===== config.mk =====
export PLATFORM = sky130hd
export DESIGN_NAME = cache_controller
export DESIGN_NICKNAME = d
export VERILOG_FILES = /design/src/rtl/cache_pkg.sv /design/src/rtl/cache_line_store.sv /design/src/rtl/cache_controller.sv
export SDC_FILE = /design/constraint.sdc
export NUM_CORES = 1
export LEC_CHECK = 0
export ABC_CLOCK_PERIOD_IN_PS = 3900
export CORE_UTILIZATION = 50
export CTS_CLUSTER_SIZE = 25
export DETAILED_ROUTE_END_ITERATION = 6
export PLACE_DENSITY_LB_ADDON = 0.05
export SYNTH_ARGS = -nofsm -noshare
export SYNTH_HDL_FRONTEND = slang
export SYNTH_SLANG_ARGS = --single-unit

===== constraint.sdc =====
create_clock -name clk -period 3.9 [get_ports clk]
set_input_delay 0.39 -clock clk [delete_from_list [all_inputs] [get_ports clk]]
set_output_delay 0.39 -clock clk [all_outputs]
set_load 0.02 [all_outputs]

===== src/rtl/cache_pkg.sv =====
// rtl/cache_pkg.sv - address fields, FSM states and line pack/unpack helpers for the data cache
package cache_pkg;

  localparam int ADDR_W = 10;
  localparam int TAG_W  = 4;
  localparam int IDX_W  = 2;
  localparam int WORD_W = 2;
  localparam int LINES  = 4;
  localparam int WORDS  = 4;
  localparam int LINE_W = 32 * WORDS;

  typedef enum logic [1:0] {IDLE, COMPARE, ALLOCATE, WRITE_THROUGH} state_t;

  typedef logic [WORDS-1:0][31:0] line_t;

  function automatic logic [TAG_W-1:0] addr_tag(input logic [ADDR_W-1:0] addr);
    return TAG_W'(addr >> (ADDR_W - TAG_W));
  endfunction

  function automatic logic [IDX_W-1:0] addr_idx(input logic [ADDR_W-1:0] addr);
    return IDX_W'(addr >> (WORD_W + 2));
  endfunction

  function automatic logic [WORD_W-1:0] addr_word(input logic [ADDR_W-1:0] addr);
    return WORD_W'(addr >> 2);
  endfunction

  // Word 0 sits in the least significant 32 bits of the flat line image.
  function automatic logic [LINE_W-1:0] pack_line(input line_t line);
    logic [LINE_W-1:0] flat;
    flat = '0;
    for (int w = 0; w < WORDS; w++) flat[32*w +: 32] = line[w];
    return flat;
  endfunction

  function automatic line_t unpack_line(input logic [LINE_W-1:0] flat);
    line_t line;
    line = '0;
    for (int w = 0; w < WORDS; w++) line[w] = flat[32*w +: 32];
    return line;
  endfunction

endpackage


===== src/rtl/cache_line_store.sv =====
// rtl/cache_line_store.sv - 4x4x32 cache data array with word and full-line write ports
module cache_line_store
  import cache_pkg::*;
(
  input  logic              clk,
  input  logic [IDX_W-1:0]  idx,
  input  logic [WORD_W-1:0] word,
  input  logic              word_we,
  input  logic [31:0]       word_wdata,
  input  logic              line_we,
  input  logic [LINE_W-1:0] line_wdata,
  output logic [31:0]       word_rdata,
  output logic [LINE_W-1:0] line_rdata
);

  line_t lines [LINES];

  // A fill never coincides with a store, so the line port simply takes priority.
  always_ff @(posedge clk) begin
    if (line_we) begin
      lines[idx] <= unpack_line(line_wdata);
    end else if (word_we) begin
      lines[idx][word] <= word_wdata;
    end
  end

  assign word_rdata = lines[idx][word];
  assign line_rdata = pack_line(lines[idx]);

endmodule


===== src/rtl/cache_controller.sv =====
// rtl/cache_controller.sv - blocking direct-mapped write-through/write-allocate cache controller
module cache_controller
  import cache_pkg::*;
#(
  parameter int CNT_W = 16
) (
  input  logic             clk,
  input  logic             reset,
  input  logic             cpu_req,
  input  logic             cpu_we,
  input  logic [9:0]       cpu_addr,
  input  logic [31:0]      cpu_wdata,
  output logic [31:0]      cpu_rdata,
  output logic             cpu_ready,
  output logic             cpu_hit,
  output logic             mem_req,
  output logic             mem_we,
  output logic [9:0]       mem_addr,
  output logic [127:0]     mem_wdata,
  input  logic [127:0]     mem_rdata,
  input  logic             mem_ready,
  output logic [CNT_W-1:0] hit_count,
  output logic [CNT_W-1:0] miss_count
);

  state_t state, state_next;

  logic              req_we;
  logic [ADDR_W-1:0] req_addr;
  logic [31:0]       req_wdata;
  logic [TAG_W-1:0]  req_tag;
  logic [IDX_W-1:0]  req_idx;
  logic [WORD_W-1:0] req_word;
  logic              first_cmp;
  logic              wt_done;
  logic [LINES-1:0]  valid;
  logic [TAG_W-1:0]  tags [LINES];
  logic              hit;

  logic              accept, read_done, word_we, line_we, wt_fire;
  logic [31:0]       word_rdata;
  logic [LINE_W-1:0] line_rdata;
  line_t             merged;

  assign req_tag  = addr_tag(req_addr);
  assign req_idx  = addr_idx(req_addr);
  assign req_word = addr_word(req_addr);
  assign hit      = valid[req_idx] && (tags[req_idx] == req_tag);

  cache_line_store u_store (
    .clk        (clk),
    .idx        (req_idx),
    .word       (req_word),
    .word_we    (word_we),
    .word_wdata (req_wdata),
    .line_we    (line_we),
    .line_wdata (mem_rdata),
    .word_rdata (word_rdata),
    .line_rdata (line_rdata)
  );

  // Write-through image: the stored line with the store word already merged in.
  always_comb begin
    merged = unpack_line(line_rdata);
    merged[req_word] = req_wdata;
  end

  always_ff @(posedge clk) begin
    if (reset) state <= IDLE;
    else       state <= state_next;
  end

  always_comb begin
    state_next = state;
    case (state)
      IDLE:          if (cpu_req) state_next = COMPARE;
      COMPARE: begin
        if (!hit)        state_next = ALLOCATE;
        else if (req_we) state_next = WRITE_THROUGH;
        else             state_next = IDLE;
      end
      ALLOCATE:      if (mem_ready) state_next = COMPARE;
      WRITE_THROUGH: if (mem_ready) state_next = IDLE;
      default:       state_next = IDLE;
    endcase
  end

  always_comb begin
    accept    = 1'b0;
    read_done = 1'b0;
    word_we   = 1'b0;
    line_we   = 1'b0;
    wt_fire   = 1'b0;
    case (state)
      IDLE:          accept = cpu_req;
      COMPARE: begin
        read_done = hit && !req_we;
        word_we   = hit && req_we;
      end
      ALLOCATE:      line_we = mem_ready;
      WRITE_THROUGH: wt_fire = mem_ready;
      default: ;
    endcase
  end

  // Stores complete one cycle after the write-through handshake, from IDLE.
  assign cpu_ready = read_done | wt_done;
  assign cpu_hit   = cpu_ready & first_cmp;
  assign cpu_rdata = cpu_ready ? word_rdata : 32'd0;

  always_ff @(posedge clk) begin
    if (reset) begin
      req_we     <= 1'b0;
      req_addr   <= '0;
      req_wdata  <= '0;
      first_cmp  <= 1'b0;
      wt_done    <= 1'b0;
      valid      <= '0;
      mem_req    <= 1'b0;
      mem_we     <= 1'b0;
      mem_addr   <= '0;
      mem_wdata  <= '0;
      hit_count  <= '0;
      miss_count <= '0;
    end else begin
      wt_done <= wt_fire;
      if (accept) begin
        req_we    <= cpu_we;
        req_addr  <= cpu_addr;
        req_wdata <= cpu_wdata;
        first_cmp <= 1'b1;
      end
      if (state == COMPARE) begin
        if (!hit) begin
          first_cmp <= 1'b0;
          mem_req   <= 1'b1;
          mem_we    <= 1'b0;
          mem_addr  <= {req_addr[9:4], 4'b0000};
        end else if (req_we) begin
          mem_req   <= 1'b1;
          mem_we    <= 1'b1;
          mem_addr  <= {req_addr[9:4], 4'b0000};
          mem_wdata <= pack_line(merged);
        end
      end
      if (line_we) valid[req_idx] <= 1'b1;
      if (line_we || wt_fire) mem_req <= 1'b0;
      if (cpu_ready) begin
        if (cpu_hit) begin
          if (hit_count != '1) hit_count <= hit_count + 1'b1;
        end else begin
          if (miss_count != '1) miss_count <= miss_count + 1'b1;
        end
      end
    end
  end

  always_ff @(posedge clk) begin
    if (line_we) tags[req_idx] <= req_tag;
  end

endmodule


* After elaboration in Yosys (flattened, before gate mapping)
Memory sizes are Yosys's and may differ from the RTL's. A register that Yosys moved wholly into a read port is not among the register bits.
Index checks and enable logic that the tools add are counted.
** Word-level totals
- Register bits :: 223
- Bits in writable memories :: 528
- Input bits :: 175
- Output and inout port bits :: 206
- Logic and storage cells :: 343
- Memories :: 2
** Operators by class
- Add/sub/neg operators :: 2
- Magnitude comparators :: 4
- Equal/unequal tests :: 10
- Mux-type cells :: 166
- Bitwise gates (word level) :: 132
- Reduce and logical (&&, ||, !) cells :: 14
** Memory list
- u_store.lines :: words 4, width 128, read ports 1, clocked after memory_dff 1, write ports 1, line cache_line_store.sv:16 : line_t lines [LINES];
- tags :: words 4, width 4, read ports 1, clocked after memory_dff 1, write ports 1, line cache_controller.sv:37 : logic [TAG_W-1:0] tags [LINES];
** Operators with widths (number)
- $mux W1 :: 145
- $or A1 B1 Y1 :: 129
- $bwmux W128 :: 1
- $mux W128 :: 1
- $mux W32 :: 3
- $bmux W32 S2 :: 1
- $demux W32 S2 :: 1
- $add A16 B1 Y16 const B :: 2
- $ne A16 B16 Y1 const B :: 2
- $mux W10 :: 2
- $mux W2 :: 9
- $reduce_and A3 Y1 :: 4
- $ne A2 B2 Y1 const B :: 4
- $pmux W2 S4 :: 1
- $lt A2 B3 Y1 const B :: 2
- $logic_and A1 B1 Y1 :: 5
- $eq A2 B2 Y1 const B :: 2
- $eq A4 B4 Y1 :: 1
- $ge A2 B1 Y1 const B :: 2
- $or A4 B4 Y4 :: 1
- $bmux W1 S2 :: 1
- $demux W1 S2 :: 1
- $eq A2 B1 Y1 const B :: 1
- $logic_not A2 Y1 :: 1
- 6 further kinds :: 6

* Logic depth before layout (Yosys ltp)
- Depth in word-level cells :: 9
- Depth in mapped cells :: 9
- Gate-level depth less buffers :: 7

* Modules after synthesis
Synthesis repeated with hierarchy kept, for this count alone.
** Second synthesis, totals
- Cell total of the unflattened synthesis :: 2161
- Area total of the unflattened synthesis :: 31267.5 µm²
** By module, submodules not included
- cache_line_store :: instances 1, cells an instance 957, area an instance 20797.4 µm², sequential area each 15374.7 µm²
- cache_controller :: instances 1, cells an instance 1204, area an instance 10470.0 µm², sequential area each 4864.7 µm²

* Worst setup path before layout
Ideal clock, no wire load.
- Path type :: register to register
- From :: reg with a tool-made name
- To :: mem u_store.lines[0][64] (netlist name), enable pin
- Data arrival time :: 3.739 ns
- Data required time :: 3.468 ns
- Path slack :: -0.271 ns
- Cell stages (with the launch flop) :: 10
- Path buffers :: 3
- Clock period less this slack :: 4.171 ns
- Path through :: dfxtp_1 -> buf_6 -> mux4_2 -> xnor2_2 -> nand3_2 -> or3_1 -> or2_1 -> buf_6 -> buf_6 -> a21oi_1
** RTL lines (line)
- end, declared :: cache_line_store.sv:16

==> results.md <==
* Slew @ Worst Pin at 1.015 ns
* Largest area contributor in the netlist: edfxtp_1
* Cts hold-fix bufs at 0
* Number of global-route vias before repair at 19880
* Yosys warns at 0
* Clock buffer depth at 3
* RSZ-0062 raised after global routing: false
* Hold Crit Class: in2reg
* # clock sinks at 747
* Sequential cell fraction of total power at 0.486
* Placed cell areas at 36100 sq um
* Gpl congestion at 0.7976
* Routed Antenna Nets at 0
* Post-synth ARST share at 0
* CP Launch Type: flop
* Vias per cell at 5.998
* Starting density of the core at 0.5072
* Max cap viols at 0
* Top cells by area, synth: edfxtp_1, dfxtp_1, mux4_2
* NetSw at 3958 uW
* Static Leak at 0.01277 uW
* GRT Residual Overflow at 0
* Rel. slew slack at 0.3162
* Port bufs at 374
* Design area at 38880 sq um
* Ports at 381
* Power per cell area at 461.5 nW/um^2
* Syn Inst Count at 2082
* Clk pwr share at 0.433
* Die X at 252.4 microns
* Synth Area per Inst at 15.06 sq um
* CP Capture Type: output port
* Post-synth cell types at 50
* Synth-to-Final Area Change at 24.01%
* Antenna violations before repair at 3
* Final min period at 3.752 ns
* First-pass GRT wire length at 129200 microns
* Total GRT Usage at 0.2786
* Share of the cycle needed by the critical path after routing at 0.9620
* Routed vias at 19870
* Critical Path Fanout Max at 28
* R2R depth at 7
* Core outline area at 61830 sq um
* Sw Share at 0.2206
* Placement Setup Slack at 0.2955 ns
* Synth Cell Area at 31360 sq um
* WHS Path Cells at 3
* DRT iter0 DRCs at 1733
* Max-slew violations at 0
* CTS tree: done
* FILL cells at 4557
* Final Hold Fails at 0
* Sum Neg Setup Slack at 0 ns
* DR WL/cell at 26.76 microns
* FMAX at 266.5 MHz
* Pint at 13990 uW
* Post-detail-place hpwl at 56370 microns
* Drt pass-1 iters at 5
* Status: complete, no violations
* Setup CP Type: reg2out
* Root cell of the clock tree: clkbuf_16
* WL final at 88670 microns
* Layout net count at 2587
* Num CTS Buffers at 79
* Synth Flop Type: edfxtp_1
* Seq/Total Area, Yosys at 0.6455
* Data arrival time of the worst path at 3.36 ns
* # rows at 91
* Final Skew at 0.01356 ns
* Clock transition at path regs at 0.06 ns
* Layout cells sized above 1 at 0.2136
* Synth top area share at 0.5056
* Worst VDD drop at 0.3984 mV
* Die Y at 252.4 microns
* Remaining DRCs at 0
* WP data required at 3.51 ns
* Post-synth EDFFs at 528
* Setup ws final at 0.1483 ns
* Seq cells post-synth at 747
* Final setup fails at 0
* Worst-skew pair later-pin latency at 0.62 ns
* Largest net degree at the start of global routing at 117
* Combinational Power Share at 0.080
* Die area at 63720 sq um
* CTS HTree Levels at 3
[worst paths after layout]
path	from	to	slack (ns)
hold / removal	cpu_wdata[21]	req_wdata[21]$_SDFFE_PP0P_	0.32
setup / recovery	flop	cpu_rdata[0]	0.15
hold reg to reg	valid[2]$_SDFFE_PP0P_	valid[2]$_SDFFE_PP0P_	0.48
setup reg to reg	flop	u_store.lines[2][115]$_DFFE_PP_	0.28
[cells by family (layout without fill, tap and decap cells)]
kind of cell | Yosys count | in the layout | synth area share
buffers and inverters | 200 | 587 | 0.02997
flip-flops | 747 | 747 | 0.6455
AND/OR/NAND/NOR | 482 | 482 | 0.06975
XOR/XNOR | 4 | 4 | 0.001596
multiplexers | 370 | 370 | 0.1925
other | 1 | 8 | 0.0001196
adder cells (fa/ha/maj) | 2 | 2 | 0.0007979
AO/OA/AOI/OAI | 276 | 276 | 0.05985
[placed cells by master, fill, tap and decap left out, types with 6 or more instances in the layout]
cell type        count
a211oi_1            67
a21oi_1             63
a21oi_4             16
a311oi_1            65
and2_1              34
buf_12               9
buf_4               48
bufinv_16           13
clkbuf_1            12
clkbuf_16           83
clkdlybuf4s50_1    371
clkinv_1            10
clkinv_2            21
dfxtp_1            215
edfxtp_1           528
mux2_2             109
mux2_4              26
mux2i_1             70
mux4_2             165
nand2_1            163
nand3_1             48
nand4_1              6
nor2_1             159
nor2b_1             11
nor4_1               6
o21ai_0             37
o31ai_1             15
or3_1                6
or4_1               14
[state kept, by name, summed over array words and instances, names as in the netlist, 6 cells and up, named ones only]
name	cells
hit_count	16
mem_addr	6
mem_wdata	128
miss_count	16
req_addr	8
req_wdata	32
tags	16
u_store.lines	512
[layout make-up]
| cell class | instances | area (sq um) | share of cell area |
|---|---|---|---|
| flip-flops and latches | 747 | 20250 | 0.5209 |
| multi-input cells | 1138 | 10450 | 0.2688 |
| repair buffers | 438 | 4424 | 0.1138 |
| clock buffers | 97 | 2127 | 0.05470 |
| well taps | 837 | 1047 | 0.02693 |
| clock inverters | 46 | 548.0 | 0.01409 |
| inverters | 6 | 22.52 | 0.0005792 |
| diodes | 4 | 10.01 | 0.0002574 |
[routing by layer]
layer | global-route usage | share of wire | vias up
met5 | 0 | 0 | -
met4 | 0.08087 | 0.024 | 0
met3 | 0.05613 | 0.077 | 150
met2 | 0.4594 | 0.49 | 853
met1 | 0.3747 | 0.40 | 10150
li1 | - | - | 8718
[timing repair]
| item | in CTS | in global routing |
|---|---|---|
| resized for setup | 4 | 3 |
| buffers inserted | 0 | 2 |
| setup endpoints to repair | 14 | 19 |
| gates cloned | 0 | 2 |
[power by group through the flow]
stage | registers [uW] | logic (uW) | clock network, uW
after floorplan | 8790 | 935 | 0
after global placement | 8890 | 1410 | 0
after detailed placement | 8890 | 1430 | 0
after CTS | 8720 | 1430 | 7880
after global routing | 8730 | 1530 | 8160
final | 8720 | 1440 | 7780
[cell usage after synthesis (all sizes together) (16+ instances only)]
| library cell | instances |
|---|---|
| edfxtp | 528 |
| mux2i | 70 |
| and2 | 34 |
| nand2 | 165 |
| a311oi | 65 |
| dfxtp | 219 |
| nor2 | 160 |
| mux2 | 135 |
| o21ai | 37 |
| a21oi | 79 |
| a211oi | 67 |
| buf | 76 |
| nand3 | 50 |
| clkbuf | 118 |
| o31ai | 16 |
| mux4 | 165 |
[worst max-delay path, cell delays in order, from the launching register on]
cell and delay, ns:
dfxtp_4 0.41, buf_4 0.20, buf_16 0.25, mux4_2 0.59
mux4_2 0.55, and2_1 0.19, clkdlybuf4s50_1 0.54
[metrics by stage]
stage / power [uW] / utilization / hold WS (ns) / cells
floorplan: 9723 / - / 0.4348 / 2085
global placement: 10290 / 0.5839 / 0.4439 / 3162
detailed placement: 10320 / 0.5839 / 0.4752 / 3162
CTS: 18040 / 0.6273 / 0.2982 / 3305
global route: 18420 / 0.6289 / 0.3204 / 3311
finish: 17940 / 0.6289 / 0.3231 / 3313
Power figures use the tool's default switching activity.
